===== src/rtl/timer_keypad_entry.sv =====
// Keypad entry stage of the microwave timer: shifts BCD digits into an MM:SS
// register, validates on START and pulses load to the down-counter digit chain.
//
// state  | meaning
// IDLE   | no digits entered, all digits zero
// ENTRY  | one or more digits entered, waiting for more digits, CLEAR or START
// LOADED | digits handed to the timer, entry locked until CLEAR or cook finish
module timer_keypad_entry #(
   parameter logic [3:0] QUICK_SEC_TENS = 4'd3,
   parameter int         MAX_DIGITS     = 4
) (
   input  logic       clk,
   input  logic       reset,
   input  logic       key_valid,
   input  logic [3:0] key_code,
   input  logic       cooking,
   output logic [3:0] sec_units,
   output logic [3:0] sec_tens,
   output logic [3:0] min_units,
   output logic [3:0] min_tens,
   output logic       load,
   output logic       entry_err,
   output logic [2:0] digit_count,
   output logic       locked
);

   typedef enum logic [1:0] {IDLE, ENTRY, LOADED} state_t;

   localparam logic [2:0] MAX_CNT = 3'(MAX_DIGITS);

   state_t     state, state_nxt;
   logic [3:0] su_nxt, st_nxt, mu_nxt, mt_nxt;
   logic [2:0] cnt_nxt;
   logic       load_nxt, err_nxt;
   logic       cooking_prev;

   logic is_digit, is_clear, is_start, cook_fall, all_zero;

   assign is_digit  = key_valid && (key_code <= 4'd9);
   assign is_clear  = key_valid && (key_code == 4'd10);
   assign is_start  = key_valid && (key_code == 4'd11);
   assign cook_fall = cooking_prev && !cooking;
   assign all_zero  = ({min_tens, min_units, sec_tens, sec_units} == 16'd0);

   always_ff @(posedge clk) begin
      if (reset) begin
         state        <= IDLE;
         sec_units    <= '0;
         sec_tens     <= '0;
         min_units    <= '0;
         min_tens     <= '0;
         digit_count  <= '0;
         load         <= 1'b0;
         entry_err    <= 1'b0;
         cooking_prev <= 1'b0;
      end else begin
         state        <= state_nxt;
         sec_units    <= su_nxt;
         sec_tens     <= st_nxt;
         min_units    <= mu_nxt;
         min_tens     <= mt_nxt;
         digit_count  <= cnt_nxt;
         load         <= load_nxt;
         entry_err    <= err_nxt;
         cooking_prev <= cooking;
      end
   end

   always_comb begin
      state_nxt = state;
      su_nxt    = sec_units;
      st_nxt    = sec_tens;
      mu_nxt    = min_units;
      mt_nxt    = min_tens;
      cnt_nxt   = digit_count;
      load_nxt  = 1'b0;
      err_nxt   = 1'b0;
      case (state)
         IDLE: begin
            if (is_digit) begin
               su_nxt    = key_code;
               cnt_nxt   = 3'd1;
               state_nxt = ENTRY;
            end else if (is_start) begin
               su_nxt    = '0;
               st_nxt    = QUICK_SEC_TENS;
               mu_nxt    = '0;
               mt_nxt    = '0;
               load_nxt  = 1'b1;
               state_nxt = LOADED;
            end
         end
         ENTRY: begin
            if (is_digit) begin
               if (digit_count < MAX_CNT) begin
                  mt_nxt  = min_units;
                  mu_nxt  = sec_tens;
                  st_nxt  = sec_units;
                  su_nxt  = key_code;
                  cnt_nxt = digit_count + 3'd1;
               end
            end else if (is_clear) begin
               su_nxt    = '0;
               st_nxt    = '0;
               mu_nxt    = '0;
               mt_nxt    = '0;
               cnt_nxt   = '0;
               state_nxt = IDLE;
            end else if (is_start) begin
               // all-zero entry ("0","0") behaves like a bare START
               if (all_zero) begin
                  st_nxt    = QUICK_SEC_TENS;
                  load_nxt  = 1'b1;
                  state_nxt = LOADED;
               end else if (sec_tens <= 4'd5) begin
                  load_nxt  = 1'b1;
                  state_nxt = LOADED;
               end else begin
                  err_nxt = 1'b1;
               end
            end
         end
         LOADED: begin
            if (is_clear || cook_fall) begin
               su_nxt    = '0;
               st_nxt    = '0;
               mu_nxt    = '0;
               mt_nxt    = '0;
               cnt_nxt   = '0;
               state_nxt = IDLE;
            end
         end
         default: state_nxt = IDLE;
      endcase
   end

   always_comb begin
      locked = (state == LOADED);
   end

endmodule


===== config.mk =====
export PLATFORM = sky130hd
export DESIGN_NAME = timer_keypad_entry
export DESIGN_NICKNAME = d
export VERILOG_FILES = /design/src/rtl/timer_keypad_entry.sv
export SDC_FILE = /design/constraint.sdc
export NUM_CORES = 1
export LEC_CHECK = 0
export BUFFER_PORTS_ARGS = -buffer_cell sky130_fd_sc_hd__buf_2
export CAP_MARGIN = 10
export CORE_ASPECT_RATIO = 1.75
export CORE_MARGIN = 3
export CORE_UTILIZATION = 40
export DETAILED_ROUTE_END_ITERATION = 7
export GPL_TIMING_DRIVEN = 0
export MAX_ROUTING_LAYER = met4
export PLACE_DENSITY = 0.62
export SETUP_SLACK_MARGIN = 0.3
export SLEW_MARGIN = 20
export SYNTH_ARGS = -nofsm -noshare
export SYNTH_HDL_FRONTEND = slang
export SYNTH_SLANG_ARGS = --single-unit
export TNS_END_PERCENT = 1

===== constraint.sdc =====
create_clock -name clk -period 1.9 [get_ports clk]
set_input_delay 0.19 -clock clk [delete_from_list [all_inputs] [get_ports clk]]
set_output_delay 0.19 -clock clk [all_outputs]
set_load 0.05 [all_outputs]

# Word-level counts from Yosys, hierarchy flattened
# Cells that the tools add are included.
# totals
ff_bits	24
inputBits	8
# classes
n_lt_le_gt_ge	3
mux	46
add_sub_neg	1
reduce_logical	15
eq_ne	16
bitwise	2
# op_table
op	n
4-bit 2-to-1 mux	18
4-bit one-hot mux with 3 select lines	4
16-bit logical NOT	1
2-bit 2-to-1 mux	8
3-bit 2-to-1 mux	5
5-bit AND reduction	3
3-bit inequality test (second input constant)	4
4-bit inequality test (second input constant)	3
3-bit one-hot mux with 3 select lines	1
4-bit == test (second input constant)	2
1-bit 2-to-1 mux	8
2-bit inequality test (second input constant)	4
7-bit AND reduction	1
2-bit one-hot mux with 3 select lines	1
6-bit AND reduction	1
6-bit OR reduction	1
4-bit by 3-bit <= comparator with 1-bit output (second input constant)	1
4-bit <= comparator (second input constant)	1
1-bit logical AND	4
3-bit by 1-bit adder with 3-bit output (second input constant)	1
3-bit < comparator (second input constant)	1
3-bit nonzero test	1
2-bit by 1-bit == test with 1-bit output (second input constant)	1
2-bit == test (second input constant)	1
other kinds (6)	7

# Longest topological paths before layout
# depth
word_depth	7
ltp_mapped	7
mapped_depth_nobuf	6

# Least setup slack after synthesis
# No wires, ideal clock.
# synth_path
path_kind	reg2reg
start	register state[0]
end	register min_tens[0]
n_path_buf	0
t_arrival_ns	2.021
synth_period_minus_slack_ns	2.093
path_stages_with_launch	7
path_slack_ns	-0.193
required_time_ns	1.828
path_cell_list	dfxtp_1 -> inv_1 -> ha_1 -> o221a_4 -> a2111o_2 -> a21oi_4 -> mux2i_1
# synth_via
elab_chain_cells	3
word_cells_on_any_way	11
cone_classes	7 x eq/ne; 1 x mux; 3 x reduce/logical
# synth_rtl
item	line_no	source
start, declared	31	state_t state, state_nxt;
start signal, assigned	57	state <= state_nxt;
2-bit == test *	n/a	
net locked	24	output logic locked
2-bit by 1-bit inequality test with 1-bit output (no line) / 3-bit nonzero test (equally long branches)	n/a	
6-bit AND reduction (no line)	n/a	
end signal, assigned	61	min_tens <= mt_nxt;
end, declared	20	output logic [3:0] min_tens,
# Mark *: on every way through the listed nets, which the timed path passes. The rest lies on a longest branch.
# A chain may end at the register's enable or synchronous reset.

# Final worst setup path
# layout_path
start	register state[1]
end	register min_tens[2]
# layout_via
elab_chain_cells	3
word_cells_on_any_way	11
cone_classes	7 x eq/ne; 1 x mux; 3 x reduce/logical
# layout_rtl
item	line_no	source
2-bit by 1-bit == test with 1-bit output, or another cell as far along	78	case (state)
3-bit inequality test (no line), or another cell as far along	n/a	
6-bit AND reduction (no line)	n/a	
# Several ways; a longest one is shown, not always the timed one.

==> out/metrics.cfg <==
[die]
die-width_um=49.7
die_y_um=82.5
ios=30
num_rows=27
core_area_mm2=0.00318
initial_core_util=0.422
dieArea_mm2=0.00410

[finish]
area_delta_synth_final_pct=28.2
layout.nets=200
fin_util=0.541
layout-drive-gt1-share=0.328
antenna-diode-count=0

[global_route]
grt_pass1_vias=1191
grt_util_all_layers=0.186
grt_pass1_wl_um=5660
gr-total-overflow=0
grt_max_degree=14
antenna_found_initial=0

[worst_hold_path]
hold_class=in2reg
min_path_cells=2

[run_status]
status=finished, final reports clean

[critical_path]
cp_max_fo=8
rr_worst_depth=7
start_kind=flop
required_ns=2.10
arrival_ns=2.08
criticalPathCategory=reg2reg
endpoint_kind=flop

[timing]
fmax_mhz=532
period_minus_slack_ns=1.88
finClkSkew_ns=0.00142
slew_headroom=0.659
setup_violations=0
fin_crit_sh=0.989
drv_slew=0
whs_ns=0.181
tightest_slew_ns=0.512
rsz0062_at_grt=true
finalHoldViolations=0

[yosys]
synth.most_common_cell=dfxtp_1
ys_seq_area_frac=0.359
synth.net_count=160
synthCells=147
yosysWarnings=0
syn_area_per_cell_um2=9.11
ys_async_sr_fraction=0
synth.cell_area_mm2=0.00134
synth_top_cell_area_share=0.359
synth_edf_count=0
synth.top_cells.by_count=24 x dfxtp_1, 14 x nand2b_1, 12 x nand2_1, 11 x a21oi_1, 11 x mux2i_1
synth.area.top_cells=dfxtp_1 36%, mux2i_1 8.2%, nand2b_1 6.5%, ha_1 4.7%, a21oi_1 4.1%
yosysTopAreaCell=dfxtp_1
synth.distinct_cells=41
ys_ff_latch=24
synth_ff_type=dfxtp_1

[cts]
clock-sinks=24
hold_buffers=0
clk_latency_ns=0.27
root_buffer=clkbuf_8
cts.htree.levels=1
numCtsBuffers=3
clkTransAtPathRegs_ns=0.08
cts_tree=built
clock_path_buffers=2

[detailed_routing]
drcViolationCount=0
viasPerCell=5.59
drtIter0Drc=21
ant_nets=0
via_count=1279
drt-total-wl_um=3540
wire_per_inst_um=15.5
drt-pass1-iter-count=4

[pwr]
leakagePower_uw=0.000705
p_per_area_mw_per_mm2=1250
vdd_drop_max_v=0.000818
power_uw=2140

[place]
place.gp.congestion=0.929
portBuffers=29
dp_hpwl_um=2760

[run]
cap_viol_max_count=0

logic make-up (layout without fill, tap and decap cells):
| group | count (synthesis) | after routing | share of synthesized area |
|---|---|---|---|
| buffers and inverters | 10 | 49 | 0.0336 |
| adder cells (fa/ha/maj) | 5 | 5 | 0.0467 |
| multiplexers | 11 | 11 | 0.0822 |
| AND/OR/NAND/NOR | 57 | 57 | 0.242 |
| flip-flops | 24 | 24 | 0.359 |
| AO/OA/AOI/OAI | 40 | 40 | 0.236 |
final cells by class:
cell class	count	area (um2)
Fill cell	328	1460
Timing Repair Buffer	35	203
Buffer	5	31.3
Tap cell	43	53.8
Clock buffer	4	55.1
Inverter	5	21.3
Multi-Input combinational cell	113	867
Sequential cell	24	485
final timing paths:
kind | slack, ns | to | from
max | 0.02 | min_tens[2]$_SDFFE_PP0P_ | state[1]$_SDFFE_PP0P_
min | 0.18 | cooking_prev$_SDFF_PP0_ | cooking
max reg2reg | 0.02 | min_tens[2]$_SDFFE_PP0P_ | state[1]$_SDFFE_PP0P_
min reg2reg | 0.50 | min_units[0]$_SDFFE_PP0P_ | sec_tens[0]$_SDFFE_PP0P_
metal layers:
| layer | vias up | wire length, um | track usage |
|---|---|---|---|
| met5 | - | 0 | - |
| met2 | 32 | 1930 | 0.358 |
| li1 | 630 | - | - |
| met3 | 9 | 132 | 0.0233 |
| met4 | 0 | 78 | 0.0831 |
| met1 | 608 | 1400 | 0.184 |
repair_timing:
action                                  CTS  global route
buffers inserted                          6             0
endpoints found under the hold margin     0             0
pin swaps                                 2             2
endpoints found under the setup margin   21            22
gates resized for setup                   1            18
report_power, final:
group	internal [uW]	leakage [uW]	switching, uW
sequential	567	0.000196	59.8
clock	185	0.0000288	167
combinational	465	0.000481	693
total	1220	0.000705	920
state kept, by name (all words and copies together), names as in the netlist:
register	count
cooking_prev	1
digit_count	3
entry_err	1
load	1
min_tens	4
min_units	4
sec_tens	4
sec_units	4
state	2
worst max-delay path, stage by stage, from the launching register on:
cell	delay (ns)
dfxtp_4	0.36
buf_4	0.15
ha_4	0.18
o221a_4	0.13
a2111o_2	0.49
a21oi_4	0.15
buf_12	0.15
mux2i_1	0.20
metrics by stage:
stage	worst slack [ns]	TNS [ns]	std cells	instance area, um2
after floorplan	0.0563	0	147	1380
after global placement	-0.0980	-0.799	219	1580
after detailed placement	-0.139	-1.05	219	1580
after CTS	0.0286	0	229	1690
after global routing	-0.0167	-0.0556	229	1720
final	0.0212	0	229	1720
layout by cell type, fill, tap and decap left out, types with 2 or more instances in the layout:
| cell | n |
|---|---|
| a21oi_1 | 11 |
| nand3_1 | 6 |
| nor4_1 | 4 |
| nor2b_1 | 2 |
| o21ai_1 | 5 |
| o21ai_2 | 2 |
| clkbuf_8 | 4 |
| inv_1 | 4 |
| a311oi_1 | 2 |
| buf_4 | 6 |
| mux2i_1 | 11 |
| buf_2 | 29 |
| ha_1 | 3 |
| nor2_1 | 5 |
| ha_4 | 2 |
| nand2b_1 | 14 |
| dfxtp_1 | 22 |
| a211oi_1 | 3 |
| nand2_1 | 12 |
| clkbuf_1 | 2 |
| a221oi_1 | 4 |
| nand4_1 | 4 |
(Power assumes the default switching activity.)
